File: config.mk
export PLATFORM = sky130hd
export DESIGN_NAME = temp_frame_assembler
export DESIGN_NICKNAME = d
export VERILOG_FILES = /design/src/rtl/temp_frame_assembler_pkg.sv /design/src/rtl/temp_frame_assembler_avg4.sv /design/src/rtl/temp_frame_assembler.sv
export SDC_FILE = /design/constraint.sdc
export NUM_CORES = 1
export LEC_CHECK = 0
export BUFFER_PORTS_ARGS = -buffer_cell sky130_fd_sc_hd__clkbuf_2
export CAP_MARGIN = 5
export CORE_MARGIN = 5
export CORE_UTILIZATION = 55
export CTS_BUF_LIST = sky130_fd_sc_hd__clkbuf_8
export DETAILED_ROUTE_END_ITERATION = 10
export PLACE_DENSITY = 0.84
export SKIP_LAST_GASP = 1
export SLEW_MARGIN = 20
export SYNTH_ARGS = -nofsm -noshare
export SYNTH_HDL_FRONTEND = slang
export SYNTH_SLANG_ARGS = --single-unit
File: constraint.sdc
create_clock -name clk_fix -period 4.5 [get_ports clk_fix]
set_input_delay 0.675 -clock clk_fix [delete_from_list [all_inputs] [get_ports clk_fix]]
set_output_delay 0.675 -clock clk_fix [all_outputs]
set_load 0.02 [all_outputs]
File: src/rtl/temp_frame_assembler_pkg.sv
// Shared types and constants for the temperature frame assembler.
// Holds the sample width, frame layout, alarm thresholds, timeout and read FSM encoding.
package temp_pkg;

    localparam int              TEMP_W    = 13;
    localparam int              FRAME_LEN = 4;
    localparam logic [7:0]      PAD_BYTE  = 8'h00;
    localparam logic [TEMP_W-1:0] THRESH_HI = 13'd1400;
    localparam logic [TEMP_W-1:0] THRESH_LO = 13'd1300;
    localparam logic [15:0]     TIMEOUT   = 16'd4000;

    typedef enum logic {
        S_REQ = 1'b0,
        S_CAP = 1'b1
    } rd_state_e;

    // Hysteresis: set at or above HI, clear at or below LO, otherwise hold.
    function automatic logic alarm_next(input logic [TEMP_W-1:0] avg, input logic cur);
        if (avg >= THRESH_HI) return 1'b1;
        if (avg <= THRESH_LO) return 1'b0;
        return cur;
    endfunction

endpackage

File: src/rtl/temp_frame_assembler_avg4.sv
// Four-entry sample history with first-sample fill and truncating average.
// o_avg_next is the average that a load in this cycle will produce.
module temp_avg4
    import temp_pkg::*;
(
    input  logic              clk,
    input  logic              rst_n,
    input  logic              i_load,
    input  logic [TEMP_W-1:0] i_sample,
    output logic [TEMP_W-1:0] o_avg,
    output logic [TEMP_W-1:0] o_avg_next
);

    logic [TEMP_W-1:0] r_hist [0:3];
    logic [TEMP_W-1:0] r_avg;
    logic              r_first;
    logic [TEMP_W+1:0] w_sum;

    // The oldest entry is shifted out by this load, so it is not part of the new sum.
    always_comb begin
        w_sum      = {2'b00, i_sample} + {2'b00, r_hist[0]} +
                     {2'b00, r_hist[1]} + {2'b00, r_hist[2]};
        o_avg_next = r_first ? i_sample : w_sum[TEMP_W+1:2];
    end

    always_ff @(posedge clk or negedge rst_n) begin
        if (!rst_n) begin
            r_first <= 1'b1;
            r_avg   <= '0;
            for (int i = 0; i < 4; i++) r_hist[i] <= '0;
        end else if (i_load) begin
            if (r_first) begin
                for (int i = 0; i < 4; i++) r_hist[i] <= i_sample;
            end else begin
                r_hist[0] <= i_sample;
                r_hist[1] <= r_hist[0];
                r_hist[2] <= r_hist[1];
                r_hist[3] <= r_hist[2];
            end
            r_first <= 1'b0;
            r_avg   <= o_avg_next;
        end
    end

    assign o_avg = r_avg;

endmodule

File: src/rtl/temp_frame_assembler.sv
// Pulls 4-byte temperature frames from a byte FIFO, validates padding and idle timeout,
// and publishes the raw sample, a 4-sample average and a hysteretic over-temperature alarm.
module temp_frame_assembler
    import temp_pkg::*;
(
    input  logic              clk_fix,
    input  logic              rst_fix_n,
    input  logic              fifo_temp_empty,
    output logic              fifo_temp_rd_en,
    input  logic [7:0]        fifo_temp_dout,
    output logic [TEMP_W-1:0] temp_raw,
    output logic [TEMP_W-1:0] temp_avg,
    output logic              temp_valid,
    output logic              frame_err,
    output logic              temp_alarm,
    output rd_state_e         o_dbg_state
);

    localparam logic [1:0] LAST_IDX = 2'(FRAME_LEN - 1);

    rd_state_e         r_state, w_state_next;
    logic [1:0]        r_idx;
    logic [15:0]       r_to_cnt;
    logic [7:0]        r_b0;
    logic [4:0]        r_b1_hi;
    logic [7:0]        r_p0;
    logic [TEMP_W-1:0] r_raw;
    logic              r_valid, r_err, r_alarm;

    logic              w_rd_en, w_cap, w_last, w_pad_ok, w_good, w_bad, w_idle, w_timeout;
    logic [TEMP_W-1:0] w_sample, w_avg, w_avg_next;

    // Reads are only issued from S_REQ, so at most one byte is ever in flight.
    always_comb begin
        w_state_next = r_state;
        w_rd_en      = 1'b0;
        case (r_state)
            S_REQ: begin
                if (!fifo_temp_empty) begin
                    w_rd_en      = rst_fix_n;
                    w_state_next = S_CAP;
                end
            end
            S_CAP:   w_state_next = S_REQ;
            default: w_state_next = S_REQ;
        endcase
    end

    always_comb begin
        w_cap     = (r_state == S_CAP);
        w_last    = w_cap && (r_idx == LAST_IDX);
        w_pad_ok  = (r_p0 == PAD_BYTE) && (fifo_temp_dout == PAD_BYTE);
        w_good    = w_last && w_pad_ok;
        w_bad     = w_last && !w_pad_ok;
        w_idle    = (r_idx != 2'd0) && !w_rd_en;
        w_timeout = w_idle && (r_to_cnt == TIMEOUT - 16'd1);
        w_sample  = {r_b0, r_b1_hi};
    end

    always_ff @(posedge clk_fix or negedge rst_fix_n) begin
        if (!rst_fix_n) begin
            r_state <= S_REQ;
        end else begin
            r_state <= w_state_next;
        end
    end

    // The byte slot index wraps 3->0 on every final capture, good or bad.
    always_ff @(posedge clk_fix or negedge rst_fix_n) begin
        if (!rst_fix_n) begin
            r_idx    <= 2'd0;
            r_to_cnt <= 16'd0;
            r_b0     <= 8'h00;
            r_b1_hi  <= 5'd0;
            r_p0     <= 8'h00;
        end else begin
            if (w_timeout) begin
                r_idx <= 2'd0;
            end else if (w_cap) begin
                r_idx <= r_idx + 2'd1;
                case (r_idx)
                    2'd0:    r_b0    <= fifo_temp_dout;
                    2'd1:    r_b1_hi <= fifo_temp_dout[7:3];
                    2'd2:    r_p0    <= fifo_temp_dout;
                    default: ;
                endcase
            end
            if (w_rd_en || (r_idx == 2'd0) || w_timeout) begin
                r_to_cnt <= 16'd0;
            end else begin
                r_to_cnt <= r_to_cnt + 16'd1;
            end
        end
    end

    always_ff @(posedge clk_fix or negedge rst_fix_n) begin
        if (!rst_fix_n) begin
            r_raw   <= '0;
            r_valid <= 1'b0;
            r_err   <= 1'b0;
            r_alarm <= 1'b0;
        end else begin
            r_valid <= w_good;
            r_err   <= w_bad || w_timeout;
            if (w_good) begin
                r_raw   <= w_sample;
                r_alarm <= alarm_next(w_avg_next, r_alarm);
            end
        end
    end

    temp_avg4 u_avg4 (
        .clk        (clk_fix),
        .rst_n      (rst_fix_n),
        .i_load     (w_good),
        .i_sample   (w_sample),
        .o_avg      (w_avg),
        .o_avg_next (w_avg_next)
    );

    assign fifo_temp_rd_en = w_rd_en;
    assign temp_raw        = r_raw;
    assign temp_avg        = w_avg;
    assign temp_valid      = r_valid;
    assign frame_err       = r_err;
    assign temp_alarm      = r_alarm;
    assign o_dbg_state     = r_state;

endmodule
==> out/metrics.cfg, run 1 <==
[critical_path]
path_cells = ha_1 -> fa_2 -> a21o_1 -> a21oi_2 -> o21ba_2 -> o21ai_0 -> a21oi_1 -> xor2_1 -> fa_1 -> inv_1 -> ha_4 -> inv_1 -> or3_1 -> o211ai_1 -> a21oi_1 -> xnor2_1 -> mux2i_1 -> o311ai_1
timing.critical_path.from_type = register
crit_arrival_ps = 4680
cp-end-kind = register
cp_data_required_time_ps = 4780
crit_fanout = 4
criticalPathCategory = register to register
cpPeakStageDelay_ps = 490
slowest_stage = fa_1

[run]
cap_violations = 0

[route]
drt-pass1-iter-count = 5
drt_iter0_markers = 310
ant_nets = 0
finalWirelength_mm = 12.8
via_per_inst = 5.79
wl_per_cell_um = 16.3
drcViolationCount = 0
vias = 4553

[sta]
setup_viol = 0
fmax_mhz = 227
finClkSkew_ps = 8.28
tightest_slew_ps = 892
slew_violations = 0
hold_viol = 0
slew-limit-headroom_pct = 40.5
fin_crit_sh_pct = 97.7
period_needed_ps = 4400

[floorplan]
io-pin-count = 42
start_util_pct = 55.6
die_height_um = 114
fp.dieW_um = 114
die_area_um2 = 13000
rows = 38
core_um2 = 10700

[yosys]
yosys_most_used_dff = dfrtp_1
synth_fp_nets = 662
ys_warn_count = 0
ys_seq_area_share_pct = 40.2
avgSynthCellArea_um2 = 9.86
netlist_area_um2 = 5970
synth.distinct_cells = 60
syn_inst = 606
synthArstFlopShare_pct = 100
synth-edff-count = 0
synth_seq_cells = 96

[finish]
final_cell_mix = dfrtp_1, nor2_1, inv_1
final_area_um2 = 6620
post-route-util_pct = 61.6
drive_gt1_share_pct = 22.6
area_growth_pct = 10.8
layout_commonest_cell = dfrtp_1
diodes = 0
nets = 698

[cts]
cts_root_buf = clkbuf_8
insertion_delay_ps = 380
ctsHtreeMaxLevel = 3
cts_tree = yes
cts.clk_slew.worst_paths_ps = 100
hold_buffers = 0
clock_path_buffers = 2
clkSinkCount = 96
cts_buffers = 9

[global_routing]
grt_pass1_vias = 4583
grt_pass1_wl_mm = 21.7
grt-ovfl-total = 0
antenna_found_initial = 0
track_usage_pct = 20.4
grt_start_max_net_pins = 85

[power_and_ir_drop]
power_density_nw_per_um2 = 415
p_leak_nw = 3.06
ir_worst_vdd_uv = 285

[place]
hpwlAfterDp_mm = 9.22
placed_cell_area_um2 = 6280
gp_congestion = 0.922
io_buffers = 41

[hold_path]
hold_class = input port to async pin

[outcome]
outcome = complete, no violations

[critical path: cells and delay by family, from the launching register on]
family | cells | cell delay (ps)
adder cells (fa/ha/maj) | 4 | 1380
XOR/XNOR | 2 | 330
multiplexers | 1 | 130
flip-flops | 1 | 390
AO/OA/AOI/OAI | 8 | 1530
buffers and inverters | 2 | 130
AND/OR/NAND/NOR | 1 | 420
[cells in the mapped netlist, drive strengths merged (4+ instances only)]
library cell	number	area [µm²]
a211oi	6	45.0
a21o	5	37.5
a21oi	43	230
a31oi	14	87.6
buf	25	158
clkbuf	8	30.0
dfrtp	95	2380
fa	14	280
ha	31	388
inv	60	225
mux2	39	439
mux2i	19	190
nand2	28	108
nand2b	18	113
nand3	10	50.1
nand4	6	37.5
nor2	66	248
nor3	13	65.1
nor3b	7	63.8
nor4	5	31.3
o211ai	7	62.6
o21ai	13	65.1
or2	4	25.0
xnor2	13	114
xor2	14	123
[area by class of cell]
class	instances	area (µm²)
clock inverter	7	101
fill	866	4130
clock buffer	9	124
sequential	96	2410
multi-input combinational	417	3250
tap	140	175
inverter	60	225
timing repair buffer	58	339
[where the power goes]
| part | leakage [nW] | switching, mW | internal (mW) | total, mW |
|---|---|---|---|---|
| logic | 1.68 | 0.545 | 0.445 | 0.990 |
| registers | 1.27 | 0.130 | 0.986 | 1.12 |
| clock network | 0.112 | 0.319 | 0.320 | 0.639 |
[metal layers]
layer  global-route usage, %  share of wire [%]  vias to the layer above  wire, µm
li1                        -                  -                     2153         -
met1                    27.8                 44                     2227      5660
met2                    32.9                 48                      149      6200
met3                    4.23                5.6                       24       717
met4                    6.65                1.9                        0       247
met5                       0                  0                        -         0
[flip-flops by register name, summed over array words and instances, names as in the netlist]
name and count:
frame_err 1, o_dbg_state 1, r_b0 8, r_b1_hi 5
r_idx 2, r_p0 8, r_to_cnt 16, temp_alarm 1
temp_valid 1, u_avg4.o_avg 13, u_avg4.r_first 1, u_avg4.r_hist 39
[logic make-up (layout without fill, tap and decap cells)]
group	count (synthesis)	count (layout)	share of synthesized area, %
xor gates and xnor gates	27	27	3.96
AOI/OAI and AO/OA	113	113	12.8
adders and majority gates	45	45	11.2
muxes	58	58	10.5
buffers and inverters	93	134	6.91
and+or+nand+nor	174	174	14.4
DFF	96	96	40.2
[final timing paths]
kind / start / to / slack (ps) / cells after the start
setup / recovery: u_avg4.r_hist[39] / temp_alarm / 100 / 18
hold / removal: rst_fix_n / u_avg4.o_avg[7] / 140 / 1
setup reg to reg: u_avg4.r_hist[39] / temp_alarm / 100 / 18
hold reg to reg: r_to_cnt[0] / r_to_cnt[0] / 490 / 1
max in group asynchronous: rst_fix_n / u_avg4.r_hist[40] / 3330 / 2
min in group clk_fix: fifo_temp_empty / o_dbg_state / 440 / 2
[metrics by stage]
step	power (mW)	hold slack [ps]	setup TNS, ps	instances	setup slack (ps)
floorplan	1.79	379	0	606	272
global placement	2.00	473	0	768	119
detailed placement	2.06	482	0	768	2.65
CTS	2.71	130	0	784	0.809
global route	2.92	135	-97.6	787	-97.6
finish	2.74	141	0	787	104
[repair_timing]
action / CTS / global route
resized for setup: 0 / 17
buffers inserted: 0 / 3
endpoints found under the hold margin: 0 / 0
pin swaps: 1 / 7
setup endpoints to repair: 1 / 4
Note: power is estimated with default switching activity, not from simulation.
==> inputs of run 2 (changes only) <==
CORE_UTILIZATION = 40   (was 55)
PLACE_DENSITY = 0.66   (was 0.84)
==> run 2 against run 1 <==
Effect of this change:
- design area fell by 0.47%
- die area rose by 34%
- clock power fell by 18%
- global-route usage fell by 5.5 points
- utilization fell by 16 points
==> out/metrics.cfg, run 2 (same netlist as run 1, synthesis figures left out) <==
[finish]
layout_commonest_cell = dfrtp_1
largest-register = u_avg4.r_hist
largest_reg_flops = 39  ; unchanged
diodes = 0  ; unchanged
drive_gt1_share_pct = 21.6  ; -0.95 points
nets = 694  ; -0.57%
final_area_um2 = 6590  ; -0.47%
area_growth_pct = 10.2
final_cell_mix = dfrtp_1, nor2_1, inv_1

[critical_path]
path_cells = ha_1 -> a21o_1 -> a21oi_2 -> o21bai_1 -> a31o_2 -> a41oi_2 -> nand2_1 -> xnor2_1 -> fa_1 -> inv_1 -> ha_1 -> a21o_1 -> a21o_1 -> a211oi_2 -> mux2_2 -> o32ai_1 -> o311ai_1
crit_fanout = 5  ; +1
rrSetupSlack_ps = 220  ; +120 ps
criticalPathCategory = register to register
worst-path-buf-inv = 1  ; -1
crit_family = compound AO/OA/AOI/OAI gates
path_common_cell = a21o_1
slowest_stage = fa_1
cp_data_required_time_ps = 4740  ; -40 ps
cp-end-kind = register
cpPeakStageDelay_ps = 480  ; about the same
crit_arrival_ps = 4520  ; -160 ps
timing.critical_path.from_type = register

[place]
io_buffers = 41  ; unchanged
placed_cell_area_um2 = 6330  ; +0.84%
gp_congestion = 0.873  ; -5.3%
hpwlAfterDp_mm = 9.55  ; +3.5%

[sta]
fin_crit_sh_pct = 95.1  ; -2.6 points
finClkSkew_ps = 13.2  ; +4.94 ps
setup_viol = 0  ; unchanged
setup-tns-final_ps = 0  ; unchanged
fmax_mhz = 234  ; +2.7%
hold_viol = 0  ; unchanged
slew-limit-headroom_pct = 43.3  ; +2.8 points
tightest_slew_ps = 850  ; -41.6 ps
period_needed_ps = 4280  ; -118 ps
slew_violations = 0  ; unchanged
rsz0062_at_grt = no

[route]
wl_per_cell_um = 15.2  ; -6.4%
drcViolationCount = 0  ; unchanged
drt_iter0_markers = 188  ; -39%
vias = 4347  ; -4.5%
drt-pass1-iter-count = 4  ; -1
via_per_inst = 5.26  ; -9.1%
ant_nets = 0  ; unchanged
finalWirelength_mm = 12.6  ; -1.7%

[cts]
cts_root_buf = clkbuf_8
cts.clk_slew.worst_paths_ps = 100  ; about the same
hold_buffers = 0  ; unchanged
ctsHtreeMaxLevel = 3  ; unchanged
clock_path_buffers = 2  ; unchanged
cts_tree = yes
insertion_delay_ps = 380  ; about the same
clkSinkCount = 96  ; unchanged
cts_buffers = 9  ; unchanged

[power_and_ir_drop]
p_leak_nw = 3.01  ; -1.7%
pwr-share-clk_pct = 20.1  ; -3.2 points
combPwrFrac_pct = 36.9  ; +0.8 points
power_density_nw_per_um2 = 395  ; -4.8%
seq_power_share_pct = 43.0  ; +2.3 points
ir_worst_vdd_uv = 206  ; -28%
p_int_mw = 1.63  ; -7.0%
p_sw_mw = 0.973  ; -2.1%
swShare_pct = 37.4  ; +1.2 points

[global_routing]
grt_pass1_vias = 4516  ; -1.5%
track_usage_pct = 14.9  ; -5.5 points
antenna_found_initial = 0  ; unchanged
grt_start_max_net_pins = 61  ; -28%
grt-ovfl-total = 0  ; unchanged
grt_pass1_wl_mm = 21.7  ; -0.29%

[floorplan]
rows = 44  ; +16%
die_height_um = 132  ; +16%
fp.dieW_um = 132  ; +16%
start_util_pct = 40.9  ; -15 points
die_area_um2 = 17500  ; +34%
io-pin-count = 42  ; unchanged
core_um2 = 14600  ; +36%

[outcome]
outcome = complete, no violations

[run]
cap_violations = 0  ; unchanged

[hold_path]
hold_class = input port to async pin

[run 2: final timing paths]
kind	from	endpoint	cells past startpoint
hold reg to reg	r_to_cnt[0]	r_to_cnt[0]	1
hold / removal	rst_fix_n	u_avg4.r_hist[14]	1
min in group clk_fix	fifo_temp_empty	o_dbg_state	2
max in group asynchronous	rst_fix_n	u_avg4.o_avg[11]	2
setup / recovery	u_avg4.r_hist[40]	temp_alarm	17
setup reg to reg	u_avg4.r_hist[40]	temp_alarm	17
[run 2: power by group through the flow]
stage | clock network [mW] | registers [mW] | logic [mW]
final | 0.522 | 1.12 | 0.960
after global routing | 0.579 | 1.14 | 1.08
after CTS | 0.551 | 1.12 | 0.932
after detailed placement | 0 | 1.13 | 0.924
after global placement | 0 | 1.12 | 0.890
after floorplan | 0 | 1.10 | 0.693
[run 2: metrics by stage]
| step | worst slack (ps) | total power [mW] | utilization [%] | std cells | hold WS, ps |
|---|---|---|---|---|---|
| floorplan | 272 | 1.79 | - | 606 | 379 |
| global placement | 81.1 | 2.01 | 43.4 | 810 | 478 |
| detailed placement | 24.7 | 2.06 | 43.4 | 810 | 480 |
| CTS | 34.9 | 2.60 | 44.6 | 826 | 272 |
| global route | 23.3 | 2.80 | 45.1 | 827 | 311 |
| finish | 221 | 2.60 | 45.1 | 827 | 278 |
[run 2: area by class of cell]
| class | instances | area (µm²) |
|---|---|---|
| clock buffers | 9 | 124 |
| clock inverters | 7 | 52.6 |
| fillers | 1391 | 8000 |
| inverters | 60 | 225 |
| multi-input cells | 417 | 3230 |
| flip-flops and latches | 96 | 2400 |
| well taps | 184 | 230 |
| repair buffers | 54 | 318 |
[run 2: timing repair]
item,4_1_cts,5_1_grt
gates resized for setup,0,12
setup buffers,0,1
setup endpoints to repair,1,5
pin swaps,1,2
[run 2: metal layers]
layer	global-route usage, %	up-vias	share of wire, %
li1	-	2154	-
met1	20.5	2102	48
met2	23.5	77	47
met3	3.44	14	4.1
met4	4.64	0	1.2
met5	0	-	0
